<file path="src/rtl/pixie_video_out.sv">
// Pixie video-output stage: line-locked pixel strobe, two-stage pixel pipeline,
// per-frame palette latch, frame counter. Optional scanline dimming via PIXIE_SCANLINE_EN.
module pixie_video_out #(
  parameter int CE_DIV = 2
) (
  input  logic       clk,
  input  logic       reset_n,
  input  logic       video,
  input  logic       hsync,
  input  logic       vsync,
  input  logic       hblank,
  input  logic       vblank,
  input  logic [1:0] palette,
  input  logic       scanline,
  output logic       ce_pix,
  output logic [7:0] r,
  output logic [7:0] g,
  output logic [7:0] b,
  output logic       hs_out,
  output logic       vs_out,
  output logic       hblank_out,
  output logic       vblank_out,
  output logic       de,
  output logic [7:0] frame_cnt
);

  localparam logic [3:0] DIV_LAST = 4'(CE_DIV - 1);

  logic [3:0]  div_q, div_d;
  logic        run_q;
  logic        hsync_d_q, vsync_d_q;
  logic [1:0]  pal_q, pal_d;
  logic        odd_line_q, odd_line_d;
  logic [7:0]  frame_cnt_q, frame_cnt_d;
  logic        s1_video_q, s1_hs_q, s1_vs_q, s1_hb_q, s1_vb_q;
  logic        s1_video_d, s1_hs_d, s1_vs_d, s1_hb_d, s1_vb_d;
  logic [23:0] rgb_q, rgb_d, pix;
  logic        hs_q, vs_q, hb_q, vb_q, de_q;
  logic        hs_d, vs_d, hb_d, vb_d, de_d;
  logic        hs_rise, vs_rise, ce;

  function automatic logic [23:0] fg_colour(input logic [1:0] p);
    case (p)
      2'd0:    fg_colour = 24'hFFFFFF;
      2'd1:    fg_colour = 24'h33FF33;
      2'd2:    fg_colour = 24'hFFB000;
      default: fg_colour = 24'h000000;
    endcase
  endfunction

  function automatic logic [23:0] bg_colour(input logic [1:0] p);
    bg_colour = (p == 2'd3) ? 24'hFFFFFF : 24'h000000;
  endfunction

  assign hs_rise = hsync & ~hsync_d_q;
  assign vs_rise = vsync & ~vsync_d_q;
  // run_q keeps the strobe low through reset when CE_DIV=1 (div is always 0 then)
  assign ce      = run_q && (div_q == DIV_LAST);

`ifdef PIXIE_SCANLINE_EN
  logic s1_odd_q, s1_scan_q;

  always_ff @(posedge clk or negedge reset_n) begin
    if (!reset_n) begin
      s1_odd_q  <= 1'b0;
      s1_scan_q <= 1'b0;
    end else if (ce) begin
      s1_odd_q  <= odd_line_q;
      s1_scan_q <= scanline;
    end
  end
`else
  logic unused_scanline;
  assign unused_scanline = scanline ^ odd_line_q;
`endif

  always_comb begin
    div_d       = (hs_rise || div_q == DIV_LAST) ? 4'd0 : 4'(div_q + 4'd1);
    pal_d       = vs_rise ? palette : pal_q;
    frame_cnt_d = vs_rise ? 8'(frame_cnt_q + 8'd1) : frame_cnt_q;
    // A vsync edge clears parity even if an hsync edge lands in the same cycle
    odd_line_d  = vs_rise ? 1'b0 : (hs_rise ? ~odd_line_q : odd_line_q);

    s1_video_d = s1_video_q;
    s1_hs_d    = s1_hs_q;
    s1_vs_d    = s1_vs_q;
    s1_hb_d    = s1_hb_q;
    s1_vb_d    = s1_vb_q;
    rgb_d      = rgb_q;
    hs_d       = hs_q;
    vs_d       = vs_q;
    hb_d       = hb_q;
    vb_d       = vb_q;
    de_d       = de_q;

    pix = s1_video_q ? fg_colour(pal_q) : bg_colour(pal_q);
`ifdef PIXIE_SCANLINE_EN
    if (s1_scan_q && s1_odd_q)
      pix = {1'b0, pix[23:17], 1'b0, pix[15:9], 1'b0, pix[7:1]};
`endif
    if (s1_hb_q || s1_vb_q)
      pix = 24'h000000;

    if (ce) begin
      s1_video_d = video;
      s1_hs_d    = hsync;
      s1_vs_d    = vsync;
      s1_hb_d    = hblank;
      s1_vb_d    = vblank;
      rgb_d      = pix;
      hs_d       = s1_hs_q;
      vs_d       = s1_vs_q;
      hb_d       = s1_hb_q;
      vb_d       = s1_vb_q;
      de_d       = ~(s1_hb_q | s1_vb_q);
    end
  end

  always_ff @(posedge clk or negedge reset_n) begin
    if (!reset_n) begin
      div_q       <= 4'd0;
      run_q       <= 1'b0;
      hsync_d_q   <= 1'b0;
      vsync_d_q   <= 1'b0;
      pal_q       <= 2'd0;
      odd_line_q  <= 1'b0;
      frame_cnt_q <= 8'd0;
      s1_video_q  <= 1'b0;
      s1_hs_q     <= 1'b0;
      s1_vs_q     <= 1'b0;
      s1_hb_q     <= 1'b0;
      s1_vb_q     <= 1'b0;
      rgb_q       <= 24'h000000;
      hs_q        <= 1'b0;
      vs_q        <= 1'b0;
      hb_q        <= 1'b0;
      vb_q        <= 1'b0;
      de_q        <= 1'b0;
    end else begin
      div_q       <= div_d;
      run_q       <= 1'b1;
      hsync_d_q   <= hsync;
      vsync_d_q   <= vsync;
      pal_q       <= pal_d;
      odd_line_q  <= odd_line_d;
      frame_cnt_q <= frame_cnt_d;
      s1_video_q  <= s1_video_d;
      s1_hs_q     <= s1_hs_d;
      s1_vs_q     <= s1_vs_d;
      s1_hb_q     <= s1_hb_d;
      s1_vb_q     <= s1_vb_d;
      rgb_q       <= rgb_d;
      hs_q        <= hs_d;
      vs_q        <= vs_d;
      hb_q        <= hb_d;
      vb_q        <= vb_d;
      de_q        <= de_d;
    end
  end

  assign ce_pix     = ce;
  assign r          = rgb_q[23:16];
  assign g          = rgb_q[15:8];
  assign b          = rgb_q[7:0];
  assign hs_out     = hs_q;
  assign vs_out     = vs_q;
  assign hblank_out = hb_q;
  assign vblank_out = vb_q;
  assign de         = de_q;
  assign frame_cnt  = frame_cnt_q;

endmodule

</file>
<file path="config.mk">
export PLATFORM = sky130hd
export DESIGN_NAME = pixie_video_out
export DESIGN_NICKNAME = d
export VERILOG_FILES = /design/src/rtl/pixie_video_out.sv
export SDC_FILE = /design/constraint.sdc
export NUM_CORES = 1
export LEC_CHECK = 0
export BUFFER_PORTS_ARGS = -buffer_cell sky130_fd_sc_hd__buf_2
export CORE_ASPECT_RATIO = 0.75
export CORE_UTILIZATION = 45
export CTS_BUF_LIST = sky130_fd_sc_hd__clkbuf_8
export CTS_CLUSTER_SIZE = 10
export DETAILED_ROUTE_END_ITERATION = 7
export PLACE_DENSITY_LB_ADDON = 0.08
export SETUP_SLACK_MARGIN = 0.05
export SYNTH_ARGS = -nofsm -noshare
export SYNTH_HDL_FRONTEND = slang
export SYNTH_SLANG_ARGS = --single-unit
</file>
<file path="constraint.sdc">
create_clock -name clk -period 4.1 [get_ports clk]
set_clock_uncertainty 0.15 [all_clocks]
set_input_delay 0.205 -clock clk [delete_from_list [all_inputs] [get_ports clk]]
set_output_delay 0.205 -clock clk [all_outputs]
set_load 0.005 [all_outputs]
</file>
# Word level (Yosys, flattened, before mapping)
# Cells that the tools add are included.
classes:
  n_addsub: 2
  n_eq_ne: 4
  muxes: 5
  bitwise_logic: 6
  reduce_logical: 4
ops:
  columns: ["operator", "n"]
  rows:
  - ["$mux 24", 3]
  - ["$pmux 24 s3", 1]
  - ["$add 8x1->8 const B", 1]
  - ["$add 4x1->4 const B", 1]
  - ["$eq 2x2->1 const B", 2]
  - ["$eq 4x1->1 const B", 1]
  - ["$mux 4", 1]
  - ["$not 1->1", 3]
  - ["$and 1x1->1", 2]
  - ["$eq 2x1->1 const B", 1]
  - ["$logic_not 2->1", 1]
  - ["$logic_or 1x1->1", 2]
  - ["$logic_and 1x1->1", 1]
  - ["$or 1x1->1", 1]
totals:
  regBits: 51
  in_bits: 10
  out_inout_bits: 38
  wordCells: 38

# Depth between registers and ports, before layout
# Gate-level depths: netlist (run 1).
depth:
  depth_word: 4
  depth_mapped: 7
  mapped_depth_nobuf: 5

# Worst setup path after synthesis (run 1)
# OpenSTA, ideal clock, no wires.
synth_timing:
  path_type: "register -> register"
  startpoint: "register div_q[0]"
  endpoint: "register s1_hb_q"
  setup_ns: 0.125
  arrival_time_ns: 1.332
  slack_ns: 2.493
  path_stages_with_launch: 6
  n_path_buf: 2
  path_cell_list: "dfrtp_1 ha_1 nand4bb_1 buf_2 buf_4 mux2_2"
synth_between:
  elab_chain_len: 2
synth_rtl:
  columns: ["element", "line_no", "text"]
  rows:
  - ["start, declared", "29", "logic [3:0] div_q, div_d;"]
  - ["start signal, assigned", "140", "div_q <= div_d;"]
  - ["$eq 4x1->1", "58", "assign ce = run_q && (div_q == DIV_LAST);"]
  - ["$logic_and 1x1->1", "58", null]
  - ["end signal, assigned", "150", "s1_hb_q <= s1_hb_d;"]
  - ["end, declared", "35", "logic s1_video_q, s1_hs_q, s1_vs_q, s1_hb_q, s1_vb_q;"]
# Every way passes these cells.
# A chain may end at the register's enable or synchronous reset.

# Worst setup path after layout (run 1)
layout_timing:
  startpoint: "register div_q[1]"
  endpoint: "register rgb_q[21]"
layout_between:
  elab_chain_len: 2
layout_rtl:
  columns: ["element", "line_no", "text"]
  rows:
  - ["$eq 4x1->1", "58", null]
  - ["$logic_and 1x1->1", "58", null]
  - ["end signal, assigned", "152", "rgb_q <= rgb_d;"]
  - ["end, declared", "37", "logic [23:0] rgb_q, rgb_d, pix;"]
# Every way passes these cells.

==> summary.md, run 1 <==
| Metric | Value |
|---|---|
| Post-route ant nets | `0` |
| Nets | `170` |
| Most frequent cells after synthesis | `dfrtp_1 (31), buf_4 (21), mux2_2 (9), nand2_1 (9), nor2_1 (8)` |
| Total Routing Usage GR | `15.9%` |
| TritonCTS clock tree | `yes` |
| Global route overflow | `0` |
| Reg power frac | `46.6%` |
| Largest cells by area after synthesis | `dfrtp_1 (55%), buf_4 (11%), mux2_2 (7.2%), xnor2_1 (4.3%), ha_1 (2.7%)` |
| Async set-reset flop share out of synthesis | `100%` |
| # IOs | `48` |
| Status | `finished clean` |
| WL/cell | `11.4 µm` |
| Worst setup SP type | `flop` |
| Comb power frac | `34.2%` |
| Most common cell in the netlist | `dfrtp_1` |
| Post-synth net total | `135` |
| Maximum vdd drop | `0.000311 V` |
| Cell Rows | `17` |
| Post-route DRC | `0` |
| Root Driver | `clkbuf_8` |
| Register area | `776 µm²` |
| Clock buffer depth | `2` |
| Core Area | `2960 µm²` |
| Die height | `50.5 µm` |
| Vias per cell | `4.71` |
| Top_reg_cell synth | `dfrtp_1` |
| Max Freq | `456 MHz` |
| Avg Cell Area, Syn | `11.6 µm²` |
| FF+latch count, synth | `31` |
| Die Wd | `66.7 µm` |
| Clock latency on the worst-skew pair | `0.28 ns` |
| Net Sw Power | `0.000370 W` |
| Number of hold violations in the final report | `0` |
| Seq/Total Area, Yosys | `54.9%` |
| Starting Density | `47.8%` |
| RSZ-0062 raised after global routing | `no` |
| CTS resizes | `0` |
| DRT iter0 DRCs | `17` |
| Synthesized cell area | `1410 µm²` |
| Kind of critical path | `reg -> reg` |
| Global-route wire length before repair | `3720 µm` |
| Crit-path max FO | `16` |
| Pwr/cell area | `682 nW/µm²` |
| Vias in the first global route | `854` |
| Share of cells above drive strength 1 | `39.2%` |
| CTS clk-pin slew, worst paths | `0.06 ns` |
| Clock Sinks | `31` |
| Internal power | `0.000759 W` |
| Total Wirelength | `2230 µm` |
| Antenna cell count | `0` |
| Largest net degree at the start of global routing | `32` |
| Worst slew margin | `49.3%` |
| CTS Buf Count | `5` |
| Fin Setup TNS | `0 ns` |
| Slew @ Worst Pin | `0.755 ns` |
| YS warnings | `0` |
| Critical path capture point type | `flop` |
| Area growth syn-to-layout | `17.2%` |
| CTS H-tree depth | `2` |
| Placed cells | `183` |
| Slew Limit Fails | `0` |
| Drt first pass iters | `4` |
| Static leakage | `0.871 nW` |
| WP data arrival | `2.25 ns` |
| Die ar. | `3370 µm²` |
| Clk network pwr share | `19.1%` |
| Port Buffers | `46` |
| Final HPWL DP | `1560 µm` |
| Area leader, netlist | `dfrtp_1` |
| Required time of the critical path | `4.16 ns` |
| Cells after Synth | `122` |
| Unique masters post-synth | `28` |
| Worst Hold Class | `in -> reg` |
| Hold Buf Count CTS | `5` |
| Routed vias | `924` |
| Initial antenna violation count | `0` |
| Switching Fraction | `32.8%` |
| Post-synth top area share | `54.9%` |
| Gp weighted congestion | `0.675` |
| Tmin final | `2.19 ns` |
| Final period util | `53.5%` |
| Post-synth EDFFs | `0` |
| Endpoints failing setup | `0` |
| Multi-input gate area | `448 µm²` |
| Fill count | `276` |
| Setup bufs post-CTS | `0` |
| Layout Cells excl Fill | `196` |
| Max-cap violation count | `0` |
## layout make-up
cell class                      count  share of cell area (%)
Inverter                            6                    1.36
Sequential cell                    31                    46.9
Clock inverter                      3                   0.756
Clock buffer                        5                    4.16
Multi-Input combinational cell     62                    27.1
Timing Repair Buffer               51                    16.9
Tap cell                           38                    2.87
## routing by layer
layer / GRT usage, % / part of all wire, %
met4: 10.6 / 2.0
met5: 0 / 0
met2: 22.4 / 44
met3: 6.59 / 7.1
met1: 19.8 / 47
## power groups by stage
stage	sequential, W	clock, W	combinational [W]
floorplan	0.000525	0	0.000317
global placement	0.000521	0	0.000388
detailed placement	0.000530	0	0.000389
CTS	0.000528	0.000224	0.000395
global route	0.000550	0.000238	0.000445
finish	0.000526	0.000216	0.000386
## state kept, by name, summed over array words and instances (netlist names), 2 cells and up
| name | cells |
|---|---|
| pal_q | 2 |
| rgb_q | 4 |
| frame_cnt | 8 |
| div_q | 4 |
## layout by cell type, fill, tap and decap left out, types with 3 or more instances in the layout
cell / netlist / final
mux2_2: 9 / 9
inv_1: 6 / 8
nor2_1: 8 / 8
ha_1: 3 / 3
clkbuf_8: 0 / 5
o21ai_1: 4 / 4
nand4_1: 3 / 3
dfrtp_1: 31 / 31
xnor2_1: 7 / 7
nand2_1: 9 / 9
buf_2: 1 / 46
dlygate4sd3_1: 0 / 5
## stage by stage
stage | total power, W | utilization [%] | hold WS [ns] | setup slack (ns) | cell area, µm²
floorplan | 0.000842 | - | -0.241 | 2.49 | 1410
global placement | 0.000909 | 51.5 | 0.126 | 1.92 | 1520
detailed placement | 0.000919 | 51.5 | 0.132 | 1.88 | 1520
CTS | 0.00115 | 56.0 | 0.000738 | 1.86 | 1660
global route | 0.00123 | 56.0 | 0.00516 | 1.72 | 1660
finish | 0.00113 | 56.0 | 0.00737 | 1.91 | 1660
## kinds of logic (layout without fill, tap and decap cells)
kind of cell,Yosys count,in the layout,share of synthesized area [%]
compound gates,10,10,3.99
flops,31,31,54.9
other cells,1,1,0.265
simple gates,29,29,11.2
xor+xnor,9,9,5.58
mux,10,10,7.97
fa+ha+maj,3,3,2.66
buf+inv,29,65,13.4
## final timing paths
kind / slack, ns / startpoint / cells past startpoint / to
worst max-delay path: 1.91 / div_q[1] / 5 / rgb_q[21]
worst min-delay path: 0.007 / hblank / 2 / s1_hb_q
worst max register to register: 1.91 / div_q[1] / 5 / rgb_q[21]
worst min register to register: 0.32 / de / 2 / de
max in group asynchronous: 3.02 / reset_n / 2 / frame_cnt[6]
min in group asynchronous: 0.35 / reset_n / 2 / frame_cnt[5]
## worst max-delay path, stage by stage, from the launching register on
cell	delay, ns
dfrtp_1	0.39
inv_1	0.06
ha_1	0.15
nand4bb_1	0.61
or3_4	0.62
o21ai_1	0.14
(Power assumes the default switching activity.)
==> inputs of run 2 (changes only) <==
==> constraint.sdc (replaced) <==
create_clock -name clk -period 1.9 [get_ports clk]
set_clock_uncertainty 0.15 [all_clocks]
set_input_delay 0.095 -clock clk [delete_from_list [all_inputs] [get_ports clk]]
set_output_delay 0.095 -clock clk [all_outputs]
set_load 0.005 [all_outputs]
==> run 2 against run 1 <==
Effect of this change:
- sequential cell count unchanged
- wire length increased by 4.9%
- first-iteration DRC count increased by 18%
- core utilization increased by 2.4 points
- critical path depth unchanged
- clock power increased to 2.5 times the previous value
- combinational power increased by 120%
- register-to-register slack got worse by 1.6 ns
- global-route usage increased by 0.65 points
- power increased by 130%
- critical path type is now reg -> out
- largest power group unchanged
- highest routed layer unchanged
==> summary.md, run 2 (synthesis results as in run 1) <==
| Metric | Value |
|---|---|
| Nets | `176 (+3.5%)` |
| WP data arrival | `1.43 ns (-0.82 ns)` |
| Status | `finished clean` |
| CTS Buf Count | `5 (unchanged)` |
| Endpoints failing setup | `0 (unchanged)` |
| Fill count | `261 (-5.4%)` |
| Share of cells above drive strength 1 | `40.2% (+1.0 points)` |
| Core Area | `2960 µm² (unchanged)` |
| Pwr/cell area | `1480 nW/µm² (+120%)` |
| Clock buffer depth | `2 (unchanged)` |
| DRT iter0 DRCs | `20 (+3)` |
| Final period util | `88.0%` |
| TritonCTS clock tree | `yes` |
| Static leakage | `0.903 nW (+3.6%)` |
| Fin Setup TNS | `0 ns (unchanged)` |
| Post-layout total power | `0.00255 W (+130%)` |
| Commonest cells after routing, fill and taps aside | `buf_2 (46), dfrtp_1 (31), nand2_1 (9), mux2_2 (9)` |
| CTS H-tree depth | `2 (unchanged)` |
| Required time of the critical path | `1.65 ns (-2.51 ns)` |
| Die height | `50.5 µm (unchanged)` |
| # IOs | `48 (unchanged)` |
| Slew Limit Fails | `0 (unchanged)` |
| Starting Density | `47.8% (unchanged)` |
| CTS clk-pin slew, worst paths | `0.06 ns (about the same)` |
| Global route overflow | `0 (unchanged)` |
| Antenna cell count | `0 (unchanged)` |
| Post-route DRC | `0 (unchanged)` |
| WL/cell | `11.6 µm (+1.8%)` |
| CP Cell Sequence | `ha_1 -> nand4bb_1 -> buf_4 -> inv_1 -> buf_2` |
| Clock latency on the worst-skew pair | `0.28 ns (about the same)` |
| Global-route wire length before repair | `3900 µm (+4.8%)` |
| Die ar. | `3370 µm² (unchanged)` |
| Gp weighted congestion | `0.728 (+7.9%)` |
| Critical path capture point type | `primary output` |
| Worst Hold Class | `in -> async` |
| Die Wd | `66.7 µm (unchanged)` |
| Number of hold violations in the final report | `0 (unchanged)` |
| Most common cell after layout, fill and taps aside | `buf_2` |
| Drt first pass iters | `4 (unchanged)` |
| CP max stage delay | `0.42 ns (-0.20 ns)` |
| Tmin final | `1.67 ns` |
| Total Wirelength | `2330 µm (+4.9%)` |
| Max-cap violation count | `0 (unchanged)` |
| Worst slew margin | `54.3% (+4.9 points)` |
| Vias in the first global route | `865 (+1.3%)` |
| Critical Path Slowest Stage Cell | `dfrtp_1` |
| Multi-input gate area | `448 µm² (unchanged)` |
| Max Freq | `598 MHz` |
| Kind of critical path | `reg -> out` |
| Setup bufs post-CTS | `0 (unchanged)` |
| Cell Rows | `17 (unchanged)` |
| Root Driver | `clkbuf_8` |
| Max reg flops | `8 (unchanged)` |
| Total Routing Usage GR | `16.6% (+0.65 points)` |
| RSZ-0062 raised after global routing | `no` |
| Port Buffers | `46 (unchanged)` |
| Worst setup SP type | `flop` |
| Final HPWL DP | `1640 µm (+5.2%)` |
| Initial antenna violation count | `0 (unchanged)` |
| Post-route ant nets | `0 (unchanged)` |
| Clock Sinks | `31 (unchanged)` |
| Routed vias | `938 (+1.5%)` |
| Register area | `776 µm² (unchanged)` |
| Area growth syn-to-layout | `22.2%` |
| Maximum vdd drop | `0.000625 V (+100%)` |
| Vias per cell | `4.64 (-1.5%)` |
| Largest net degree at the start of global routing | `32 (unchanged)` |
| Slew @ Worst Pin | `0.686 ns (-0.0693 ns)` |
| Crit-path max FO | `9 (-7)` |
==> run 2: changes by cell type in the layout (fill, tap and decap cells not counted) <==
cell,before,now
buf_4,0,3
clkbuf_8,5,7
clkinv_2,1,0
dlygate4sd3_1,5,8
inv_1,8,7
==> run 2: cell type report <==
type | instances | area share, %
Multi-Input combinational cell | 62 | 25.9
Sequential cell | 31 | 44.9
Clock inverter | 1 | 0.217
Timing Repair Buffer | 57 | 19.3
Tap cell | 38 | 2.75
Inverter | 6 | 1.30
Clock buffer | 7 | 5.58
==> run 2: per-layer routing <==
| layer | track usage (%) | vias up | routed length [µm] |
|---|---|---|---|
| li1 | - | 461 | - |
| met5 | 0 | - | 0 |
| met1 | 19.3 | 438 | 1070 |
| met4 | 7.45 | 0 | 32 |
| met3 | 8.41 | 4 | 147 |
| met2 | 25.4 | 35 | 1080 |
==> run 2: repair_timing <==
item | in CTS | in global routing
hold buffers | 8 | 0
endpoints found under the hold margin | 40 | 0
resized for setup | 0 | 0
==> run 2: report_power, final <==
group,switching [W],leakage [nW],internal [W],total [W]
sequential,0.000228,0.382,0.000909,0.00114
clock,0.000224,0.0557,0.000325,0.000549
combinational,0.000361,0.465,0.000504,0.000864
==> run 2: final timing paths <==
kind	startpoint	endpoint	slack [ns]	cells past startpoint
worst max register to register	div_q[0]	hblank_out	0.30	4
max in group asynchronous	reset_n	hsync_d_q	0.91	2
min in group clk	frame_cnt[7]	frame_cnt[7]	0.32	1
worst min-delay path	reset_n	frame_cnt[5]	0.25	2
worst min register to register	frame_cnt[7]	frame_cnt[7]	0.32	1
worst max-delay path	div_q[0]	ce_pix	0.23	5
==> run 2: stage by stage <==
step                cell area [µm²]  instances  utilization (%)  setup slack, ns  hold WS [ns]
floorplan                      1410        122                -            0.293        -0.351
global placement               1550        186             52.3            0.339        0.0172
detailed placement             1550        186             52.3            0.312        0.0137
CTS                            1730        202             58.4            0.216         0.256
global route                   1730        202             58.4            0.148         0.285
finish                         1730        202             58.4            0.229         0.246
==> run 2: worst max-delay path: cells and delay by family (launching register included) <==
family	cells	cell delay [ns]
flip-flops	1	0.42
buffers and inverters	3	0.37
adder cells (fa/ha/maj)	1	0.23
AND/OR/NAND/NOR	1	0.14
==> inputs of run 3 (changes only) <==
--- a/config.mk
+++ b/config.mk
@@ -7,11 +7,11 @@
 export LEC_CHECK = 0
 export BUFFER_PORTS_ARGS = -buffer_cell sky130_fd_sc_hd__buf_2
 export CORE_ASPECT_RATIO = 0.75
-export CORE_UTILIZATION = 45
+export CORE_UTILIZATION = 55
 export CTS_BUF_LIST = sky130_fd_sc_hd__clkbuf_8
 export CTS_CLUSTER_SIZE = 10
 export DETAILED_ROUTE_END_ITERATION = 7
-export PLACE_DENSITY_LB_ADDON = 0.08
+export PLACE_DENSITY_LB_ADDON = 0.2
 export SETUP_SLACK_MARGIN = 0.05
 export SYNTH_ARGS = -nofsm -noshare
 export SYNTH_HDL_FRONTEND = slang
==> constraint.sdc (replaced) <==
create_clock -name clk -period 2 [get_ports clk]
set_clock_uncertainty 0.15 [all_clocks]
set_input_delay 0.1 -clock clk [delete_from_list [all_inputs] [get_ports clk]]
set_output_delay 0.1 -clock clk [all_outputs]
set_load 0.005 [all_outputs]
==> run 3 against run 2 <==
Effect of this change:
- critical path depth rose by 1
- sequential cell count stayed put
- sequential share of layout area is 0.13 points higher
- power down 4.8%
- first-iteration DRC count is 65% lower
- largest power group unchanged
==> summary.md, run 3 (synthesis results as in run 1) <==
| Metric | Value |
|---|---|
| Routed vias | `954 (+1.7%)` |
| Drt first pass iters | `4 (unchanged)` |
| Critical Path Slowest Stage Cell | `dfrtp_1` |
| Max-cap violation count | `0 (unchanged)` |
| Slew Limit Fails | `0 (unchanged)` |
| Crit-path max FO | `7 (-2)` |
| Crit path buf inv count | `4 (+1)` |
| Maximum vdd drop | `0.000843 V (+35%)` |
| Worst Hold Class | `in -> async` |
| Vias per cell | `4.82 (+3.8%)` |
| Die height | `45.9 µm (-9.2%)` |
| CTS clk-pin slew, worst paths | `0.06 ns (about the same)` |
| Nets | `176 (unchanged)` |
| WP data arrival | `1.38 ns (-0.05 ns)` |
| TritonCTS clock tree | `yes` |
| Clock buffer depth | `2 (unchanged)` |
| Most common cell after layout, fill and taps aside | `buf_2` |
| Vias in the first global route | `911 (+5.3%)` |
| Fill count | `189 (-28%)` |
| Number of hold violations in the final report | `0 (unchanged)` |
| Area growth syn-to-layout | `21.9%` |
| Required time of the critical path | `1.75 ns (+0.10 ns)` |
| Die Wd | `60.5 µm (-9.3%)` |
| Fin Setup TNS | `0 ns (unchanged)` |
| Post-route ant nets | `0 (unchanged)` |
| Largest net degree at the start of global routing | `32 (unchanged)` |
| Global-route wire length before repair | `3820 µm (-2.1%)` |
| Max reg flops | `8 (unchanged)` |
| Critical Path Most Common Cell | `inv_1` |
| Post-route DRC | `0 (unchanged)` |
| Post-layout total power | `0.00243 W (-4.8%)` |
| RSZ-0062 raised after global routing | `no` |
| CTS Buf Count | `5 (unchanged)` |
| R2r setup slk | `0.42 ns (+0.12 ns)` |
| Clock Sinks | `31 (unchanged)` |
| Global route overflow | `0 (unchanged)` |
| CP Cell Sequence | `inv_1 -> ha_1 -> nand4bb_1 -> buf_4 -> inv_1 -> buf_2` |
| Total Wirelength | `2320 µm (-0.47%)` |
| Worst setup SP type | `flop` |
| Register area | `776 µm² (unchanged)` |
| Share of cells above drive strength 1 | `40.2% (unchanged)` |
| Clock latency on the worst-skew pair | `0.27 ns (about the same)` |
| Endpoints failing setup | `0 (unchanged)` |
| Final HPWL DP | `1670 µm (+1.4%)` |
| CP max stage delay | `0.39 ns (-0.03 ns)` |
| Final period util | `81.7%` |
| Root Driver | `clkbuf_8` |
| Commonest cells after routing, fill and taps aside | `buf_2 (46), dfrtp_1 (31), nand2_1 (9), mux2_2 (9)` |
| Slew @ Worst Pin | `0.661 ns (-0.0255 ns)` |
| Tmin final | `1.63 ns` |
| Pwr/cell area | `1410 nW/µm² (-4.5%)` |
| Status | `finished clean` |
| Static leakage | `0.903 nW (unchanged)` |
| DP Worst Slack | `0.425 ns (+0.112 ns)` |
| Multi-input gate area | `448 µm² (unchanged)` |
| Die ar. | `2780 µm² (-18%)` |
| Kind of critical path | `reg -> out` |
| Antenna cell count | `0 (unchanged)` |
| Smallest hold slack | `0.255 ns (+0.00880 ns)` |
| Final setup margin | `0.366 ns (+0.137 ns)` |
| Final core utilization | `72.8% (+14 points)` |
| Starting Density | `59.7% (+12 points)` |
| # IOs | `48 (unchanged)` |
| Max Freq | `612 MHz` |
| Worst slew margin | `56.0% (+1.7 points)` |
| Delay-heaviest family, CP | `buffers and inverters` |
| Core Area | `2360 µm² (-20%)` |
| Gp weighted congestion | `0.697 (-4.3%)` |
| Port Buffers | `46 (unchanged)` |
| Critical path capture point type | `primary output` |
| CTS H-tree depth | `2 (unchanged)` |
| Cell Rows | `15 (-2)` |
| DRT iter0 DRCs | `7 (-65%)` |
| Total Routing Usage GR | `20.1% (+3.6 points)` |
| Initial antenna violation count | `0 (unchanged)` |
| WL/cell | `11.7 µm (+1.5%)` |
## run 3: cell counts in the layout (fill, tap and decap cells not counted)
No cell type changed its count.
## run 3: what timing repair did
item	CTS	global route
gates resized for setup	0	0
hold buffers	8	0
setup buffers	0	0
endpoints found under the hold margin	40	0
## run 3: power breakdown
part           leakage (nW)  internal, W  switching (W)
registers             0.382     0.000864       0.000220
logic                 0.465     0.000479       0.000352
clock network        0.0557     0.000308       0.000206
total                 0.903      0.00165       0.000778
## run 3: area by class of cell
| type | instances | share of cell area, % |
|---|---|---|
| well taps | 34 | 2.47 |
| inverters | 6 | 1.31 |
| clock inverters | 1 | 0.218 |
| flip-flops and latches | 31 | 45.1 |
| multi-input cells | 62 | 26.0 |
| repair buffers | 57 | 19.3 |
| clock buffers | 7 | 5.60 |
## run 3: worst paths after layout
| kind | from | end | cells past startpoint |
|---|---|---|---|
| worst max-delay path | div_q[1] | ce_pix | 6 |
| worst min-delay path | reset_n | div_q[2] | 2 |
| worst max register to register | div_q[0] | vs_out | 4 |
| max in group asynchronous | reset_n | vblank_out | 2 |
| min in group clk | frame_cnt[7] | frame_cnt[7] | 1 |
| worst min register to register | frame_cnt[7] | frame_cnt[7] | 1 |
## run 3: metal layers
| layer | track usage, % | wire length, µm | vias to the layer above |
|---|---|---|---|
| li1 | - | - | 461 |
| met1 | 22.9 | 1030 | 443 |
| met2 | 31.9 | 1090 | 45 |
| met3 | 7.39 | 158 | 5 |
| met4 | 14.1 | 50 | 0 |
| met5 | 0 | 0 | - |
## run 3: through the flow
stage / instance area (µm²) / instances
6_report: 1720 / 198
3_5_place_dp: 1540 / 182
2_1_floorplan: 1410 / 122
3_3_place_gp: 1540 / 182
4_1_cts: 1720 / 198
5_1_grt: 1720 / 198
